[src/rtl/control_pkg.sv]
// Shared CPU constants for the main control unit: ALU op classes, opcode values and match masks,
// and the packed control-word type.
package control_pkg;

  localparam logic [1:0] ALUOp_DTYPE = 2'b00;
  localparam logic [1:0] ALUOp_CBZ   = 2'b01;
  localparam logic [1:0] ALUOp_RTYPE = 2'b10;

  localparam logic [10:0] OpAdd  = 11'h458;
  localparam logic [10:0] OpSub  = 11'h658;
  localparam logic [10:0] OpAnd  = 11'h450;
  localparam logic [10:0] OpOrr  = 11'h550;
  localparam logic [10:0] OpLdur = 11'h7C2;
  localparam logic [10:0] OpStur = 11'h7C0;
  localparam logic [10:0] OpCbz  = 11'h5A0;
  localparam logic [10:0] OpB    = 11'h0A0;

  localparam logic [10:0] OpMaskFull = 11'h7FF;
  localparam logic [10:0] OpMaskCbz  = 11'h7F8;
  localparam logic [10:0] OpMaskB    = 11'h7E0;

  typedef struct packed {
    logic       reg2_loc;
    logic       uncondbranch;
    logic       branch;
    logic       mem_read;
    logic       mem_to_reg;
    logic [1:0] alu_op;
    logic       mem_write;
    logic       alu_src;
    logic       reg_write;
  } ctrl_t;

  function automatic logic op_match(input logic [10:0] op, input logic [10:0] val,
                                    input logic [10:0] mask);
    return (op & mask) == (val & mask);
  endfunction

endpackage

[src/rtl/control_decode.sv]
// Combinational opcode decode into the control word.
// CONTROL_INVALID_OP_EN adds the invalid_op flag for opcodes that match no rule.
module control_decode
  import control_pkg::*;
(
  input  logic [10:0] opcode,
`ifdef CONTROL_INVALID_OP_EN
  output logic        invalid_op,
`endif
  output ctrl_t       ctrl
);

  logic is_rtype, is_ldur, is_stur, is_cbz, is_b;

  assign is_rtype = op_match(opcode, OpAdd, OpMaskFull) | op_match(opcode, OpSub, OpMaskFull) |
                    op_match(opcode, OpAnd, OpMaskFull) | op_match(opcode, OpOrr, OpMaskFull);
  assign is_ldur  = op_match(opcode, OpLdur, OpMaskFull);
  assign is_stur  = op_match(opcode, OpStur, OpMaskFull);
  assign is_cbz   = op_match(opcode, OpCbz, OpMaskCbz);
  assign is_b     = op_match(opcode, OpB, OpMaskB);

`ifdef CONTROL_INVALID_OP_EN
  assign invalid_op = ~(is_rtype | is_ldur | is_stur | is_cbz | is_b);
`endif

  // Unmatched opcodes fall through to the all-zero word: no memory or register side effects.
  always_comb begin
    ctrl        = '0;
    ctrl.alu_op = ALUOp_DTYPE;
    if (is_rtype) begin
      ctrl.alu_op    = ALUOp_RTYPE;
      ctrl.reg_write = 1'b1;
    end else if (is_ldur) begin
      ctrl.mem_read   = 1'b1;
      ctrl.mem_to_reg = 1'b1;
      ctrl.alu_src    = 1'b1;
      ctrl.reg_write  = 1'b1;
    end else if (is_stur) begin
      ctrl.reg2_loc  = 1'b1;
      ctrl.mem_write = 1'b1;
      ctrl.alu_src   = 1'b1;
    end else if (is_cbz) begin
      ctrl.reg2_loc = 1'b1;
      ctrl.branch   = 1'b1;
      ctrl.alu_op   = ALUOp_CBZ;
    end else if (is_b) begin
      ctrl.uncondbranch = 1'b1;
    end
  end

endmodule

[src/rtl/control.sv]
// Main control unit: registers the decoded control word once per clock.
// CONTROL_INVALID_OP_EN adds a registered invalid_op output.
module control
  import control_pkg::*;
(
  input  logic        clk,
  input  logic        rst_n,
  input  logic [10:0] opcode,
  output logic        reg2_loc,
  output logic        uncondbranch,
  output logic        branch,
  output logic        mem_read,
  output logic        mem_to_reg,
  output logic [1:0]  alu_op,
  output logic        mem_write,
  output logic        alu_src,
`ifdef CONTROL_INVALID_OP_EN
  output logic        invalid_op,
`endif
  output logic        reg_write
);

  ctrl_t ctrl_d, ctrl_q;

`ifdef CONTROL_INVALID_OP_EN
  logic invalid_d, invalid_q;

  control_decode u_decode (
    .opcode     (opcode),
    .invalid_op (invalid_d),
    .ctrl       (ctrl_d)
  );

  always_ff @(posedge clk or negedge rst_n) begin
    if (!rst_n) invalid_q <= 1'b0;
    else        invalid_q <= invalid_d;
  end

  assign invalid_op = invalid_q;
`else
  control_decode u_decode (
    .opcode (opcode),
    .ctrl   (ctrl_d)
  );
`endif

  always_ff @(posedge clk or negedge rst_n) begin
    if (!rst_n) ctrl_q <= '0;
    else        ctrl_q <= ctrl_d;
  end

  assign reg2_loc     = ctrl_q.reg2_loc;
  assign uncondbranch = ctrl_q.uncondbranch;
  assign branch       = ctrl_q.branch;
  assign mem_read     = ctrl_q.mem_read;
  assign mem_to_reg   = ctrl_q.mem_to_reg;
  assign alu_op       = ctrl_q.alu_op;
  assign mem_write    = ctrl_q.mem_write;
  assign alu_src      = ctrl_q.alu_src;
  assign reg_write    = ctrl_q.reg_write;

endmodule

[config.mk]
export PLATFORM = sky130hd
export DESIGN_NAME = control
export DESIGN_NICKNAME = d
export VERILOG_FILES = /design/src/rtl/control_pkg.sv /design/src/rtl/control_decode.sv /design/src/rtl/control.sv
export SDC_FILE = /design/constraint.sdc
export NUM_CORES = 1
export LEC_CHECK = 0
export CAP_MARGIN = 25
export CORE_AREA = 2 2 39 41
export CTS_BUF_LIST = sky130_fd_sc_hd__clkbuf_2 sky130_fd_sc_hd__clkbuf_4 sky130_fd_sc_hd__clkbuf_8
export CTS_CLUSTER_SIZE = 40
export DETAILED_ROUTE_END_ITERATION = 8
export DIE_AREA = 0 0 41 43
export MAX_ROUTING_LAYER = met4
export PLACE_DENSITY = 0.63
export REMOVE_ABC_BUFFERS = 1
export SETUP_SLACK_MARGIN = 0.4
export SLEW_MARGIN = 25
export SYNTH_ARGS = -nofsm -noshare
export SYNTH_HDL_FRONTEND = slang
export SYNTH_SLANG_ARGS = --single-unit
export TNS_END_PERCENT = 1
[constraint.sdc]
create_clock -name clk -period 0.8 [get_ports clk]
set_input_delay 0.16 -clock clk [delete_from_list [all_inputs] [get_ports clk]]
set_output_delay 0.16 -clock clk [all_outputs]
set_load 0.02 [all_outputs]
==> run metrics, run 1 <==
root buffer cell clkbuf_4; critical path class flop to primary output; mapped cell area 342 sq um; Initial Util 0.247; Max IR drop VDD 0.000651 V; CTS Sinks 8; maximum buffer depth of the clock tree 2; Unique masters post-synth 15; setup TNS -1.11 ns; die area 0.00176 sq mm; detailed placement HPWL 588 microns; CP Data Required Time 0.64 ns; CTS Hold Buffers Added 0; leading area contributor after synthesis dfrtp_1; failing checks setup timing; FFs w/ async S/R, synth 1.00; Ys Warns 0; CP cell instances buf_2; area grow syn2layout 83.9%; Die X a little over 40 microns; H-tree levels 1; Finished Core Util 0.454; post-synth top area share 0.586; Placer Congestion slightly below 0.8; port bufs 22; delay-heaviest family, CP flip-flops; Hold Crit Class input pin to flop; Worst setup EP type primary output; total power 0.000835 W; number of hold violations in the final report 0; Layout fillers 145; Pleak 0.320 nW; Final Critical Period between 0.9 and 1 ns; Total GRT Usage 0.114; layout cells sized above 1 0.690; IO Count 23; multi-input logic area approximately 160 sq um; Max-Cap Viols 0; Worst Tran Pin Value 0.284 ns; Synth Register Bits 8; critical-path maximum fanout 2; Setup-failing EPs final 10; clk slew on worst S/H paths ~0.05 ns; global-route wire length before repair 1280 microns; synthesized area per cell 12.2 sq um; dominant synthesized flop cell dfrtp_1; vias per std cell about 4.2; Storage cell area between 200 and 250 sq um; Mapped Cells 28; height of the chip 43 microns; most common cell in the netlist dfrtp_1; pwr/cell area 1330 mW/mm^2; number of flops mapped to enable cells by yosys 0; Vias 311; Worst slew margin 0.810; outcome finished with violations; routed len/inst between 10 and 15 microns; Worst EP arrival 0.76 ns; crit start category flop; cell area after layout approximately 630 sq um; Buf/Inv on CP 1; Peak Freq 1.09 GHz; cts bufs inserted 3; Worst path max stage delay 0.36 ns; worst setup margin -0.121 ns; largest cells by area after synthesis dfrtp_1, nor4b_4, buf_4, nor2_1, nand4bb_1; vias in the first global route 321; DRT antenna net count 0; largest net degree at the start of global routing 9; first-pass iteration count of the detailed router 4; number of DRC markers in iteration 0 3; GR Overflow Total 0; fin. max-slew vios 0; period utilization 1.15; Cell Area, Placed 624 sq um; row count 14; Seq/Total Area, Yosys 0.586; CTS tree done; antenna cells 0; Final nets 73; DRC violations left 0; initial antenna violation count 0; Core Area 0.00138 sq mm; Post-synth top cells dfrtp_1, nor2_1, buf_4, nand3_1, nor3_1; RSZ-0062 raised after global routing yes; crit path max-delay cell type dfrtp_1; final wirelength 794 microns
## worst paths after layout
| check | start | to | slack [ns] | cells after the start |
|---|---|---|---|---|
| setup / recovery | mem_read$_DFF_PN0_ | mem_to_reg | -0.12 | 1 |
| min in group asynchronous | rst_n | alu_op[1]$_DFF_PN0_ | 0.23 | 2 |
| hold / removal | opcode[8] | uncondbranch$_DFF_PN0_ | 0.11 | 2 |
| max in group asynchronous | rst_n | reg2_loc$_DFF_PN0_ | 0.48 | 2 |
## per-layer routing
metal,part of all wire,GRT usage,vias up
li1,-,-,157
met1,0.35,0.120,132
met2,0.53,0.172,20
met3,0.099,0.0314,2
met4,0.020,0.0800,0
met5,0,-,-
## timing repair
item,4_1_cts,5_1_grt
resized for setup,91,9
gates cloned,0,0
buffers inserted,1,0
pin swaps,14,11
setup endpoints to repair,18,18
## state kept, by name, summed over array words and instances, names as in the netlist
signal,flops
reg2_loc,1
uncondbranch,1
reg_write,1
alu_src,1
mem_write,1
mem_read,1
alu_op,2
## logic make-up after synthesis
group / count (synthesis) / synth area share
buf+inv: 3 / 0.0549
mux: 1 / 0.0293
flops: 8 / 0.586
compound gates: 2 / 0.0366
simple gates: 14 / 0.293
## area by class of cell
class,instances,share of cell area
repair buffers,29,0.349
flip-flops and latches,8,0.319
multi-input cells,17,0.259
clock buffers,3,0.0359
well taps,16,0.0319
inverters,1,0.00598
## placed cells by master, fill, tap and decap left out, types with 2 or more instances in the layout
master	n
clkbuf_4	3
buf_4	4
dfrtp_1	8
buf_2	15
nor2_1	2
nor3_2	2
buf_6	7
nand3_2	2
## power breakdown
group	internal [W]	total (W)	switching [W]	leakage, nW
logic	0.0000817	0.000137	0.0000548	0.194
clock network	0.000171	0.000292	0.000121	0.0138
registers	0.000406	0.000407	0.000000276	0.112
total	0.000659	0.000835	0.000176	0.320
## stage by stage
stage / std cells / hold WS [ns] / worst slack (ns)
after floorplan: 26 / -0.136 / -0.0286
after global placement: 70 / 0.485 / -0.571
after detailed placement: 70 / 0.491 / -0.605
after CTS: 74 / 0.0846 / -0.135
after global routing: 74 / 0.0980 / -0.171
final: 74 / 0.107 / -0.121
No activity file was read; power rests on OpenSTA's default activity.
==> inputs of run 2 (changes only) <==
--- a/config.mk
+++ b/config.mk
@@ -12,11 +12,11 @@
 export DETAILED_ROUTE_END_ITERATION = 8
 export DIE_AREA = 0 0 41 43
 export MAX_ROUTING_LAYER = met4
-export PLACE_DENSITY = 0.63
+export PLACE_DENSITY = 0.67
 export REMOVE_ABC_BUFFERS = 1
 export SETUP_SLACK_MARGIN = 0.4
 export SLEW_MARGIN = 25
 export SYNTH_ARGS = -nofsm -noshare
 export SYNTH_HDL_FRONTEND = slang
+export SYNTH_HIERARCHICAL = 1
 export SYNTH_SLANG_ARGS = --single-unit
-export TNS_END_PERCENT = 1
==> run metrics, run 2 <==
root buffer cell clkbuf_4; Worst Tran Pin Value 0.200 ns (-0.0833 ns); critical-path maximum fanout 2 (unchanged); largest cells by area after synthesis dfrtp_1, buf_4, nor2_1, or4b_4, nand4bb_1; leading area contributor after synthesis dfrtp_1; H-tree levels 1 (unchanged); combinational share of power 0.159 (-0.004); Placed Cells 79 (+13%); cts bufs inserted 3 (unchanged); Synth Register Bits 10 (+2); DRT antenna net count 0 (unchanged); Initial Util 0.286 (+0.0389); antenna cells 0 (unchanged); CTS tree done; die area 0.00176 sq mm (unchanged); global-route wire length before repair 1370 microns (+7.6%); Final Critical Period 1.05 ns (+0.128 ns); Switching Power 0.000231 W (+31%); FFs w/ async S/R, synth 1.00 (unchanged); CP Data Required Time 0.99 ns (+0.35 ns); Seq/Total Area, Yosys 0.633 (+0.0468); mapped cell area 395 sq um (+16%); Largest register FFs 2 (unchanged); area grow syn2layout 114%; Finished Core Util 0.610 (+0.156); Unique masters post-synth 17 (+2); post-synth top area share 0.633 (+0.0468); Min Hold Slack 0.163 ns (+0.0559 ns); number of hold violations in the final report 0 (unchanged); height of the chip 43 microns (unchanged); pwr/cell area 1330 mW/mm^2 (-0.22%); row count 14 (unchanged); initial antenna violation count 0 (unchanged); GR Overflow Total 0 (unchanged); detailed placement HPWL 664 microns (+13%); commonest non-fill, non-tap cell in the layout buf_6; Ys Warns 6 (+6); first-pass iteration count of the detailed router 4 (unchanged); number of flops mapped to enable cells by yosys 0 (unchanged); Vias 372 (+20%); routed len/inst 10.1 microns (-5.8%); CTS Sinks 10 (+2); Core Area 0.00138 sq mm (unchanged); Setup-failing EPs final 17 (+7); synthesized area per cell 12.4 sq um (+1.3%); DRC violations left 0 (unchanged); Mapped Cells 32 (+14%); number of DRC markers in iteration 0 1 (-2); met2 usage 0.191 (+0.0187); Int Power 0.000889 W (+35%); Max IR drop VDD 0.000495 V (-24%); sequential cell fraction of total power 0.453 (-0.034); critical path class input pin to flop; vias in the first global route 359 (+12%); Peak Freq 0.953 GHz (-12%); port bufs 22 (unchanged); failing checks setup timing; met3 Use GR 0.0366 (+0.00524); largest net degree at the start of global routing 11 (+2); Final nets 83 (+14%); Sw Ratio 0.206 (-0.00516); most frequent cells in the layout buf_6, dfrtp_1, buf_4; CTS Hold Buffers Added 0 (unchanged); final wirelength 859 microns (+8.2%); layout cells sized above 1 0.725 (+0.0350); vias per std cell 4.38 (+4.1%); Pleak 0.399 nW (+25%); met1 Use GR 0.117 (-0.00295); IO Count 23 (unchanged); clk slew on worst S/H paths 0.06 ns (about the same); most common cell in the netlist dfrtp_1; Total GRT Usage 0.119 (+0.00533); Die X 41 microns (unchanged); Worst setup EP type flop; clock power share 0.388 (+0.038); Finished Layout Cells 85 (+15%); dominant synthesized flop cell dfrtp_1; RSZ-0062 raised after global routing yes; Worst EP arrival 1.24 ns (+0.48 ns); maximum buffer depth of the clock tree 2 (unchanged); Max-Cap Viols 0 (unchanged); Worst slew margin 0.865 (+0.0553); fin. max-slew vios 0 (unchanged); Placer Congestion 0.755 (-2.6%); period utilization 1.31 (+0.160); crit start category input pin; GRT busiest layer met2; Hold Crit Class input pin to flop; Post-synth top cells dfrtp_1, nor2_1, buf_4; outcome finished with violations; worst setup margin -0.249 ns (-0.128 ns)
## run 2: final timing paths
path / cells past startpoint / to / slack, ns / start
min: 3 / uncondbranch$_DFF_PN0_ / 0.16 / opcode[5]
max in group asynchronous: 2 / mem_read$_DFF_PN0_ / 0.48 / rst_n
min in group asynchronous: 2 / mem_write$_DFF_PN0_ / 0.21 / rst_n
max: 4 / reg2_loc$_DFF_PN0_ / -0.25 / opcode[0]
## run 2: area by class of cell
cell class	instances	area [sq um]
flip-flops and latches	10	250
well taps	16	20.0
multi-input cells	18	190
repair buffers	36	344
inverters	1	3.75
clock buffers	4	36.3
fillers	116	539
## run 2: cell families after synthesis
logic type	Yosys count	synth area share
buffers and inverters	4	0.0664
AND/OR/NAND/NOR	15	0.241
multiplexers	1	0.0253
AO/OA/AOI/OAI	2	0.0348
flip-flops	10	0.633
## run 2: timing repair
action                     in CTS  in global routing
setup endpoints to repair      20                 20
pin swaps                       9                  5
buffers inserted                2                  0
resized for setup             100                 11
## run 2: through the flow
step	area, sq um	worst slack (ns)	TNS [ns]	power, W
5_1_grt	845	-0.287	-2.91	0.00117
2_1_floorplan	373	-0.486	-1.98	0.000540
3_5_place_dp	716	-0.905	-9.37	0.000669
6_report	845	-0.249	-2.47	0.00112
3_3_place_gp	716	-0.889	-9.15	0.000666
4_1_cts	835	-0.301	-2.88	0.00112
## run 2: power by group through the flow
| stage | sequential (W) | combinational, W | clock (W) |
|---|---|---|---|
| finish | 0.000508 | 0.000178 | 0.000435 |
| global route | 0.000507 | 0.000193 | 0.000467 |
| CTS | 0.000507 | 0.000173 | 0.000437 |
| detailed placement | 0.000517 | 0.000152 | 0 |
| global placement | 0.000517 | 0.000150 | 0 |
| floorplan | 0.000519 | 0.0000218 | 0 |
## run 2: layer usage
metal  routed length, microns  vias up
met5                        0        -
met4                       19        0
met3                       71        2
met2                      469       20
met1                      298      167
li1                         -      183
## run 2: critical path: stages
cell and delay, ns:
buf_6 0.09, or4b_4 0.52, or3_4 0.35, a21oi_2 0.12
==> edit: new RTL, settings of run 2 <==
Build with the macro `CONTROL_INVALID_OP_EN` defined.
--- a/src/rtl/control_decode.sv
+++ b/src/rtl/control_decode.sv
@@ -1,4 +1,6 @@
 // Combinational opcode decode into the control word.
 // CONTROL_INVALID_OP_EN adds the invalid_op flag for opcodes that match no rule.
+`define CONTROL_INVALID_OP_EN
+
 module control_decode
   import control_pkg::*;
Function (old outputs only; new: invalid_op): kept (Yosys induction, for registers that start in step).
==> edit against run 2 <==
The flow still finishes with violations (setup timing). Worst setup slack worse by 0.027 ns. Sequential cell count is 1 higher. Core utilization stayed put. Non-clock buffer count is 3 lower. Area after synthesis is 16% higher. Cell count is 4.7% lower. Total power is 1.7% lower. Wire length is 11% higher. Combinational power is 11% lower. Hold slack better by 0.057 ns. Final area stayed put. Critical path type unchanged. Highest routed layer unchanged.
==> edit: results <==
route:
  wirelength_um: 956
  wl_met2_um: 563
  dr.pass1.iters: 2
  route.met3.wl_um: 73
  drt-initial-drc-count: 2
  drc: 0
  wl_met1_um: 304
  vias_per_cell: 4.67
logic_synthesis:
  ys_top_cells_by_count: "11 x dfrtp_1, 3 x buf_4, 3 x nor3_1"
  synthDistinctLibCells: 16
  ys_async_sr_fraction_pct: 100
  netlist_instances: 31
  yosys-top-cells-area: "dfrtp_1 60%, nor4_4 9.3%, buf_4 4.9%"
  seq_area_frac_synth_pct: 60.3
layout:
  nNetsFinal: 79
  drive_above_1_share_pct: 67.7
  stdcell_count: 81
  n_fill_cell: 117
power:
  pg_seq_uw: 559
  p_clk_share_pct: 34.7
  power_leakage_nw: 0.414
  swShare_pct: 20.4
  ir_drop_uv: 670
timing:
  setup_viol: 22
  worst_slack_ns: -0.276
  tightest_slew_ns: 0.265
outcome:
  violations: "setup timing"
  status: "finished, violations left"
placed_design:
  gp_congestion: 0.727
  io_buffers: 23
  pre_cts_slack_ns: -0.954
  place_hpwl_um: 773
  dpl.cell_count: 75
global_route:
  grt_pass1_wl_um: 1590
  grt_max_degree: 12
  grt_usage_pct: 14.4
  grt_pass1_vias: 393
critical_path:
  slowest_stage: "or4b_4"
  cp_max_fo: 4
clock_network:
  htreeDepth: 1
  clk_pin_slew_worst_paths_ns: 0.06
==> edit: logic make-up after synthesis <==
kind of cell           after synthesis  synth area share, %
AND/OR/NAND/NOR                     13                 27.4
AO/OA/AOI/OAI                        2                 4.11
multiplexers                         1                 2.47
flip-flops                          11                 60.3
buffers and inverters                4                 5.75
==> edit: final cells by class <==
cell class / instances / share of cell area [%]
Timing Repair Buffer: 33 / 37.8
Sequential cell: 11 / 32.6
Multi-Input combinational cell: 16 / 23.3
Clock buffer: 4 / 3.56
Tap cell: 16 / 2.37
Inverter: 1 / 0.444
==> edit: final timing paths <==
kind,start,end,cells after the start
max in group asynchronous,rst_n,alu_op[1]$_DFF_PN0_,2
worst max-delay path,opcode[2],reg2_loc$_DFF_PN0_,4
worst min-delay path,opcode[5],alu_src$_DFF_PN0_,3
min in group asynchronous,rst_n,reg2_loc$_DFF_PN0_,2
==> edit: timing repair <==
action	in CTS	in global routing
endpoints found under the setup margin	22	22
buffers inserted	2	0
pin swaps	8	7
gates resized for setup	109	3
==> edit: stage by stage <==
| stage | hold slack [ns] | setup TNS [ns] | utilization (%) | total power, mW | area, sq um |
|---|---|---|---|---|---|
| floorplan | -0.136 | -3.64 | - | 0.602 | 434 |
| global placement | 0.499 | -12.13 | 54.7 | 0.718 | 757 |
| detailed placement | 0.495 | -12.51 | 54.7 | 0.721 | 757 |
| CTS | 0.208 | -3.38 | 59.6 | 1.11 | 825 |
| global route | 0.209 | -3.99 | 61.0 | 1.17 | 845 |
| finish | 0.220 | -3.33 | 61.0 | 1.10 | 845 |
==> edit: per-layer routing <==
layer,vias up,GRT usage [%]
met3,2,3.14
met4,0,12.0
met1,171,12.8
li1,181,-
met2,24,23.8
met5,-,-
